$ cat config.mk
export PLATFORM = sky130hd
export DESIGN_NAME = hex_digit_scanner
export DESIGN_NICKNAME = d
export VERILOG_FILES = /design/src/rtl/hex_scan_pkg.sv /design/src/rtl/hex_digit_scanner_prescaler.sv /design/src/rtl/hex_digit_scanner.sv
export SDC_FILE = /design/constraint.sdc
export NUM_CORES = 1
export LEC_CHECK = 0
export CAP_MARGIN = 20
export CORE_MARGIN = 8
export CORE_UTILIZATION = 56
export DETAILED_ROUTE_END_ITERATION = 10
export HOLD_SLACK_MARGIN = 0.05
export PLACE_DENSITY = 0.83
export SLEW_MARGIN = 20
export SYNTH_ARGS = -nofsm -noshare
export SYNTH_HDL_FRONTEND = slang
export SYNTH_HIERARCHICAL = 1
export SYNTH_SLANG_ARGS = --single-unit
export TNS_END_PERCENT = 5
$ cat constraint.sdc
create_clock -name clk -period 3.32 [get_ports clk]
set_clock_uncertainty 0.2 [all_clocks]
set_input_delay 0.664 -clock clk [delete_from_list [all_inputs] [get_ports clk]]
set_output_delay 0.664 -clock clk [all_outputs]
set_load 0.005 [all_outputs]
$ cat src/rtl/hex_scan_pkg.sv
// Shared types and helpers for the multiplexed hex digit scanner.
package hex_scan_pkg;

  typedef enum logic {
    IDLE = 1'b0,
    SCAN = 1'b1
  } state_t;

  localparam int MAX_DIGITS = 8;

  // Widest possible dark anode pattern; callers truncate it to their digit count.
  function automatic logic [MAX_DIGITS-1:0] ANODE_OFF();
    return '1;
  endfunction

  function automatic int idxWidth(input int digits);
    return (digits > 1) ? $clog2(digits) : 1;
  endfunction

endpackage

$ cat src/rtl/hex_digit_scanner_prescaler.sv
// Digit-slot prescaler: counts 0..CLK_DIV-1 and pulses o_tick on the last count.
module scan_prescaler #(
  parameter int CLK_DIV = 50000
) (
  input  logic clk,
  input  logic rst_n,
  input  logic i_restart,
  output logic o_tick
);

  localparam int CW = (CLK_DIV > 1) ? $clog2(CLK_DIV) : 1;
  localparam logic [CW-1:0] LAST = CW'(CLK_DIV - 1);

  logic [CW-1:0] r_count;

  // With CLK_DIV=1 the count stays at 0 and the tick fires every running cycle.
  assign o_tick = !i_restart && (r_count == LAST);

  always_ff @(posedge clk or negedge rst_n) begin
    if (!rst_n) begin
      r_count <= '0;
    end else if (i_restart || o_tick) begin
      r_count <= '0;
    end else begin
      r_count <= r_count + 1'b1;
    end
  end

endmodule

$ cat src/rtl/hex_digit_scanner.sv
// Time-multiplexes a DIGITS-nibble hex word onto one digit lane with active-low anodes.
// Optional leading-zero blanking is enabled by defining LEADING_ZERO_BLANK_EN.
module hex_digit_scanner
  import hex_scan_pkg::*;
#(
  parameter int DIGITS  = 4,
  parameter int CLK_DIV = 50000
) (
  input  logic                          clk,
  input  logic                          rst_n,
  input  logic                          clear,
  input  logic                          load,
  input  logic [4*DIGITS-1:0]           data,
  output logic                          ready,
  output logic [3:0]                    digit_data,
  output logic                          digit_start,
  output logic [DIGITS-1:0]             anode,
  output logic [idxWidth(DIGITS)-1:0]   digit_idx
);

  localparam int IW = idxWidth(DIGITS);
  localparam logic [IW-1:0] LAST_IDX = IW'(DIGITS - 1);
  localparam logic [DIGITS-1:0] ANODE_DARK = DIGITS'(ANODE_OFF());

  state_t              r_state, w_stateNext;
  logic [4*DIGITS-1:0] r_active, w_activeNext;
  logic [4*DIGITS-1:0] r_pending, w_pendingNext;
  logic                r_pendValid, w_pendValidNext;
  logic [IW-1:0]       r_idx, w_idxNext;
  logic [DIGITS-1:0]   r_anode, w_anodeNext;
  logic [3:0]          r_data, w_dataNext;
  logic                r_start, w_startNext;

  logic                w_tick, w_restart, w_accept, w_frameEnd, w_lit, w_blank;
  logic [IW-1:0]       w_showIdx;
  logic [4*DIGITS-1:0] w_showWord;

  assign w_restart = (r_state != SCAN) || clear;

  scan_prescaler #(.CLK_DIV(CLK_DIV)) u_prescaler (
    .clk       (clk),
    .rst_n     (rst_n),
    .i_restart (w_restart),
    .o_tick    (w_tick)
  );

  // Next-state logic; output registers are computed from the digit about to be shown.
  always_comb begin
    w_stateNext     = r_state;
    w_activeNext    = r_active;
    w_pendingNext   = r_pending;
    w_pendValidNext = r_pendValid;
    w_showIdx       = r_idx;
    w_showWord      = r_active;
    w_lit           = 1'b0;
    w_accept        = load && !r_pendValid && !clear;
    w_frameEnd      = w_tick && (r_idx == LAST_IDX);

    case (r_state)
      IDLE: begin
        if (w_accept) begin
          w_stateNext  = SCAN;
          w_activeNext = data;
          w_showIdx    = '0;
          w_showWord   = data;
          w_lit        = 1'b1;
        end
      end
      SCAN: begin
        w_lit = 1'b1;
        if (w_tick) begin
          w_showIdx = w_frameEnd ? '0 : r_idx + 1'b1;
        end
        if (w_frameEnd && r_pendValid) begin
          w_activeNext    = r_pending;
          w_pendValidNext = 1'b0;
          w_showWord      = r_pending;
        end
        // Mutually exclusive with the commit above: accept needs pending empty.
        if (w_accept) begin
          w_pendingNext   = data;
          w_pendValidNext = 1'b1;
        end
      end
      default: w_stateNext = IDLE;
    endcase

    if (clear) begin
      w_stateNext     = IDLE;
      w_activeNext    = '0;
      w_pendValidNext = 1'b0;
      w_showIdx       = '0;
      w_lit           = 1'b0;
    end

`ifdef LEADING_ZERO_BLANK_EN
    w_blank = (w_showIdx != '0) && ((w_showWord >> (4 * w_showIdx)) == '0);
`else
    w_blank = 1'b0;
`endif

    w_idxNext   = w_lit ? w_showIdx : '0;
    w_dataNext  = w_lit ? w_showWord[4*w_showIdx +: 4] : 4'h0;
    w_startNext = w_lit && !w_blank;
    w_anodeNext = ANODE_DARK;
    if (w_lit && !w_blank) begin
      w_anodeNext[w_showIdx] = 1'b0;
    end
  end

  always_ff @(posedge clk or negedge rst_n) begin
    if (!rst_n) begin
      r_state     <= IDLE;
      r_active    <= '0;
      r_pending   <= '0;
      r_pendValid <= 1'b0;
      r_idx       <= '0;
      r_anode     <= ANODE_DARK;
      r_data      <= 4'h0;
      r_start     <= 1'b0;
    end else begin
      r_state     <= w_stateNext;
      r_active    <= w_activeNext;
      r_pending   <= w_pendingNext;
      r_pendValid <= w_pendValidNext;
      r_idx       <= w_idxNext;
      r_anode     <= w_anodeNext;
      r_data      <= w_dataNext;
      r_start     <= w_startNext;
    end
  end

  assign ready       = ~r_pendValid;
  assign digit_data  = r_data;
  assign digit_start = r_start;
  assign anode       = r_anode;
  assign digit_idx   = r_idx;

endmodule

==> impl_metrics.py, run 1 <==
metrics = {
    "power": {
        "power_density_nw_per_um2": 460.5,
        "sw_frac_of_total_pct": 24.68,
        "power_frac_clock_pct": 37.1,
        "leakage_uw": 0.001547,
        "p_sw_uw": 413.4,
        "seqPwrFrac_pct": 50.3,
        "pwr-share-comb_pct": 12.7,
        "internal_power_uw": 1262,
        "peakVddDrop_uv": 378.4,
        "p_total_uw": 1675,
    },
    "global_routing": {
        "grt_max_degree": 61,
        "grt_pass1_wl_microns": 10710,
        "grt_usage_pct": 17.92,
        "antenna_found_initial": 0,
        "overflow": 0,
        "first_global_vias": 2157,
    },
    "finish": {
        "drive_gt1_share_pct": 22.40,
        "layout_commonest_cell": "dfrtp_1",
        "final_nets": 325,
        "final_cell_mix": "dfrtp_1, mux2i_1, clkdlybuf4s50_1",
        "diodes": 0,
        "area_growth_pct": 20.12,
        "final_area_sq_um": 3637,
    },
    "drt": {
        "drc": 0,
        "post_drt_wl_per_cell_microns": 17.22,
        "first_pass_iters": 4,
        "ant_nets": 0,
        "initialDrtViolationCount": 155,
        "num_vias": 2130,
        "routed_via_density": 5.635,
        "finalWirelength_microns": 6508,
    },
    "floorplan": {
        "pin_count": 32,
        "dieHeight_microns": 89.53,
        "fp.coreArea_sq_um": 5172,
        "die_w_microns": 89.53,
        "core.rowCount": 26,
        "start_util_pct": 58.54,
        "dieArea_sq_um": 8016,
    },
    "clock_tree": {
        "root_buffer": "clkbuf_8",
        "cts_tree": "built",
        "cts_made_buffers": 9,
        "postCtsSetupBuffers": 0,
        "clock_latency_ns": 0.34,
        "cts_hold_buf": 0,
        "cts.htree.levels": 3,
        "cts.sinks": 60,
        "clock_path_buffers": 2,
        "path_clk_slew_ns": 0.07,
    },
    "synth": {
        "synth.avg_cell_area_sq_um": 11.69,
        "synthFlopType": "dfrtp_1",
        "synth_compound_area_share_pct": 3.471,
        "ys_ff_latch": 60,
        "async_flop_share_pct": 100.0,
        "synth_mux_area_share_pct": 22.98,
        "ys_seq_area_share_pct": 49.75,
        "syn_nets": 281,
        "ys_warn_count": 6,
        "syn_inst": 259,
        "synth-xor-area-share_pct": 4.339,
        "synth_top_family_by_area": "multiplexers",
        "syn_area_sq_um": 3028,
        "synth_fa_ha_area_share_pct": 0.8264,
        "synth_cell_types": 36,
        "synth-edff-count": 0,
        "synth_simple_gate_area_share_pct": 15.87,
    },
    "sta": {
        "relSlewSlack_pct": 50.80,
        "min_period_over_period_pct": 92.22,
        "maxSlewViolCount": 0,
        "setup-tns-final_ns": 0,
        "timing.fmax_mhz": 326.6,
        "tightestPinTransition_ns": 0.7380,
        "finalHoldViolCount": 0,
        "fin_crit_ns": 3.062,
        "grt_setup_unrepaired": "false",
        "holdWs_ns": 0.2797,
        "final-setup-viol-count": 0,
    },
    "place": {
        "post-dp-hpwl_microns": 4418,
        "routabilityCongestion": 0.8433,
        "dpl_cell_area_sq_um": 3446,
        "port_buffers": 31,
    },
    "worst_setup_path": {
        "cp-start-kind": "register",
        "cp.required_ns": 3.34,
        "endpoint_kind": "register",
        "path_max_fanout": 13,
        "worstPathArrival_ns": 3.08,
        "path_class": "reg2reg",
    },
    "hold_path": {
        "timing.hold.worst.class": "in2async",
    },
    "run": {
        "drv_cap": 0,
    },
    "outcome": {
        "status": "complete, no violations",
    },
}
[power by group through the flow]
stage / registers [uW] / clock network [uW] / logic [uW]
floorplan: 840 / 0 / 136
global placement: 854 / 0 / 205
detailed placement: 853 / 0 / 212
CTS: 842 / 637 / 213
global route: 850 / 673 / 234
finish: 842 / 621 / 212
[per-stage QoR]
step                      worst slack, ns  utilization (%)  std cells
after detailed placement           0.1113            66.62        362
after global routing              0.08397            70.32        378
after floorplan                    0.4104                -        259
after CTS                         0.08098            70.17        378
final                              0.2582            70.32        378
after global placement             0.2181            66.62        362
[Yosys cell counts (3+ instances only)]
cell       n  area [sq um]
buf_2      4         20.02
xnor2_1   14         122.6
nand4_1    5         31.28
nand3_1    6         30.03
dfstp_2    4         105.1
nor2_1    30         112.6
dfrtp_1   56          1401
and2_1     9         56.30
a21oi_1   11         55.05
mux2i_1   38         380.4
inv_1      6         22.52
nand2b_1   7         43.79
mux2_2    26         292.8
nand2_1   10         37.54
nor4_2     3         37.54
a221oi_1   3         26.28
nor3_1     5         25.02
[sequential cells by signal, summed over array words and instances (netlist names)]
register and cells:
anode 4, digit_data 4, digit_idx 2, digit_start 1, r_active 16, r_pendValid 1
r_pending 16, u_prescaler/r_count 16
[worst paths after layout]
path | from | end | slack [ns] | cells past startpoint
setup / recovery | u_prescaler/r_count[0] | digit_data[0] | 0.26 | 11
hold / removal | rst_n | r_active[11] | 0.28 | 2
setup reg to reg | u_prescaler/r_count[0] | digit_data[0] | 0.26 | 11
hold reg to reg | r_pending[1] | r_pending[1] | 0.31 | 1
max in group asynchronous | rst_n | r_active[9] | 2.17 | 2
min in group clk | r_pending[1] | r_pending[1] | 0.31 | 1
[what timing repair did]
| item | 4_1_cts | 5_1_grt |
|---|---|---|
| endpoints found under the hold margin | 0 | 0 |
| gates resized for setup | 0 | 2 |
| setup endpoints to repair | 0 | 3 |
[area by class of cell]
| cell class | instances | area, sq um |
|---|---|---|
| clock inverter | 5 | 52.55 |
| fill | 367 | 1535 |
| clock buffer | 11 | 131.4 |
| tap | 70 | 87.58 |
| timing repair buffer | 42 | 387.9 |
| sequential | 60 | 1506 |
| multi-input combinational | 183 | 1445 |
| inverter | 7 | 26.28 |
[per-layer routing]
layer | wire length [microns] | track usage, % | vias up
met5 | 0 | 0 | -
met1 | 2987 | 23.30 | 1059
li1 | - | - | 1004
met4 | 102 | 6.495 | 0
met3 | 370 | 5.607 | 7
met2 | 3048 | 27.34 | 60
[critical path: stages, from the launching register on]
cell and delay (ns):
dfrtp_1 0.40, ha_1 0.25, nand3_2 0.20, nor4_4 0.29, nand3_1 0.14, nor2_2 0.22
nand3_2 0.20, buf_4 0.27, mux2i_1 0.20, mux2i_1 0.16, a221oi_1 0.33, a21oi_1 0.08
[logic make-up after synthesis]
family | after synthesis
AND/OR/NAND/NOR | 85
multiplexers | 65
flip-flops | 60
AO/OA/AOI/OAI | 16
buffers and inverters | 16
XOR/XNOR | 15
adder cells (fa/ha/maj) | 2
No activity file was read; power rests on OpenSTA's default activity.
==> inputs of run 2 (changes only) <==
Settings changed: CORE_UTILIZATION 56 to 55, PLACE_DENSITY 0.83 to 0.84.
==> run 2 against run 1 <==
  * Count of clock-buffer cells in the layout down 1
  * Combinational power up 2%
  * Die area up 1.5%
==> impl_metrics.py, run 2 (synthesis results as in run 1) <==
metrics = {
    "outcome": {
        "status": "complete, no violations",
    },
    "power": {
        "peakVddDrop_uv": 223.6,
        "leakage_uw": 0.001562,
        "p_total_uw": 1700,
        "power_density_nw_per_um2": 464.3,
    },
    "floorplan": {
        "fp.coreArea_sq_um": 5405,
        "die_w_microns": 90.20,
        "dieHeight_microns": 90.20,
        "core.rowCount": 27,
        "dieArea_sq_um": 8135,
        "pin_count": 32,
        "start_util_pct": 56.02,
    },
    "finish": {
        "nFillCells": 398,
        "diodes": 0,
        "area_growth_pct": 20.91,
        "layout_commonest_cell": "dfrtp_1",
        "largestRegisters": "r_active (16), r_pending (16), u_prescaler/r_count (16)",
        "final_nets": 327,
        "final_cell_mix": "dfrtp_1, mux2i_1, nor2_1, clkdlybuf4s50_1, mux2_2",
        "drive_gt1_share_pct": 22.65,
    },
    "clock_tree": {
        "path_clk_slew_ns": 0.06,
        "cts_made_buffers": 9,
        "cts.sinks": 60,
        "cts.htree.levels": 3,
        "clock_latency_ns": 0.34,
        "cts_tree": "built",
        "clock_path_buffers": 2,
        "root_buffer": "clkbuf_8",
    },
    "global_routing": {
        "first_global_vias": 2247,
        "grt_max_degree": 45,
        "antenna_found_initial": 0,
        "grt_usage_pct": 17.12,
        "grt_pass1_wl_microns": 11320,
        "overflow": 0,
    },
    "worst_setup_path": {
        "path_common_cell": "nand3_2",
        "endpoint_kind": "register",
        "crit_slowest_cell": "dfrtp_1",
        "worst-path-buf-inv": 1,
        "cp.required_ns": 3.33,
        "worstPathArrival_ns": 3.10,
        "cp-start-kind": "register",
        "slowest_delay_ns": 0.41,
        "cp_cell_sequence": "ha_1 -> nand3_2 -> nor4_4 -> nand3_1 -> nor2_1 -> nand3_2 -> buf_4 -> mux2_2 -> a221oi_1 -> a21oi_1",
        "path_max_fanout": 13,
        "path_class": "reg2reg",
        "critPathTopFamily": "simple AND/OR/NAND/NOR gates",
    },
    "run": {
        "drv_cap": 0,
    },
    "sta": {
        "fin_ws_ns": 0.2300,
        "tightestPinTransition_ns": 0.6378,
        "final-setup-viol-count": 0,
        "fin_crit_ns": 3.090,
        "timing.fmax_mhz": 323.6,
        "relSlewSlack_pct": 57.29,
        "min_period_over_period_pct": 93.07,
        "finalHoldViolCount": 0,
        "holdWs_ns": 0.3058,
        "maxSlewViolCount": 0,
    },
    "place": {
        "port_buffers": 31,
        "routabilityCongestion": 0.8742,
        "place_ws_ns": 0.1463,
        "post-dp-hpwl_microns": 4468,
    },
    "drt": {
        "ant_nets": 0,
        "num_vias": 2173,
        "initialDrtViolationCount": 185,
        "drc": 0,
        "finalWirelength_microns": 6654,
        "routed_via_density": 5.703,
        "first_pass_iters": 4,
        "post_drt_wl_per_cell_microns": 17.46,
    },
    "hold_path": {
        "timing.hold.worst.class": "reg2reg",
    },
}
run 2: cell types whose count changed in the layout (fill, tap and decap cells not counted):
| cell | change |
|---|---|
| clkbuf_8 | +1 |
| nor2_1 | +1 |
| dlygate4sd3_1 | +1 |
| nor2_2 | -1 |
| buf_4 | +1 |
| clkbuf_1 | -2 |
run 2: where the power goes:
part	leakage [uW]	internal (uW)	total, uW	switching, uW
clock network	0.0000979	359	640	282
registers	0.000785	802	842	40.7
logic	0.000679	119	217	97.7
run 2: through the flow:
| stage | utilization [%] | cells | cell area, sq um | setup TNS (ns) |
|---|---|---|---|---|
| after floorplan | - | 259 | 3028 | 0 |
| after global placement | 63.94 | 365 | 3456 | 0 |
| after detailed placement | 63.94 | 365 | 3456 | 0 |
| after CTS | 67.64 | 381 | 3656 | 0 |
| after global routing | 67.73 | 381 | 3661 | -0.02730 |
| final | 67.73 | 381 | 3661 | 0 |
run 2: layout make-up:
class                      instances  area [sq um]  share of cell area [%]
clock buffer                      10         137.6                   3.759
clock inverter                     5         52.55                   1.435
inverter                           7         26.28                  0.7177
multi-input combinational        183          1443                   39.41
sequential                        60          1506                   41.15
tap                               72         90.09                   2.461
timing repair buffer              44         405.4                   11.07
run 2: path summary, 6_finish.rpt:
kind | startpoint | depth (start not counted) | slack [ns] | endpoint
hold reg to reg | r_pending[1] | 1 | 0.31 | r_pending[1]
setup / recovery | u_prescaler/r_count[0] | 10 | 0.23 | digit_data[0]
setup reg to reg | u_prescaler/r_count[0] | 10 | 0.23 | digit_data[0]
hold / removal | r_pending[1] | 1 | 0.31 | r_pending[1]
max in group asynchronous | rst_n | 3 | 1.46 | u_prescaler/r_count[3]
min in group asynchronous | rst_n | 2 | 0.57 | r_pending[7]
run 2: per-layer routing:
metal / wire length, microns / vias to the layer above / GRT usage, %
met5: 0 / - / 0
met4: 86 / 0 / 6.935
met2: 3174 / 71 / 27.06
li1: - / 1006 / -
met1: 2990 / 1087 / 21.45
met3: 402 / 9 / 4.988
run 2: worst reg2reg max path: cells and delay by family, from the launching register on:
family,cells,cell delay (ns)
and+or+nand+nor,5,1.12
buffers and inverters,1,0.28
muxes,1,0.32
adders and majority gates,1,0.25
AOI/OAI and AO/OA,2,0.39
DFF,1,0.41
run 2: repair_timing:
item,CTS,global route
setup endpoints to repair,0,3
resized for setup,0,1
hold endpoints to repair,7,0
hold buffers,1,0
buffers inserted,0,0
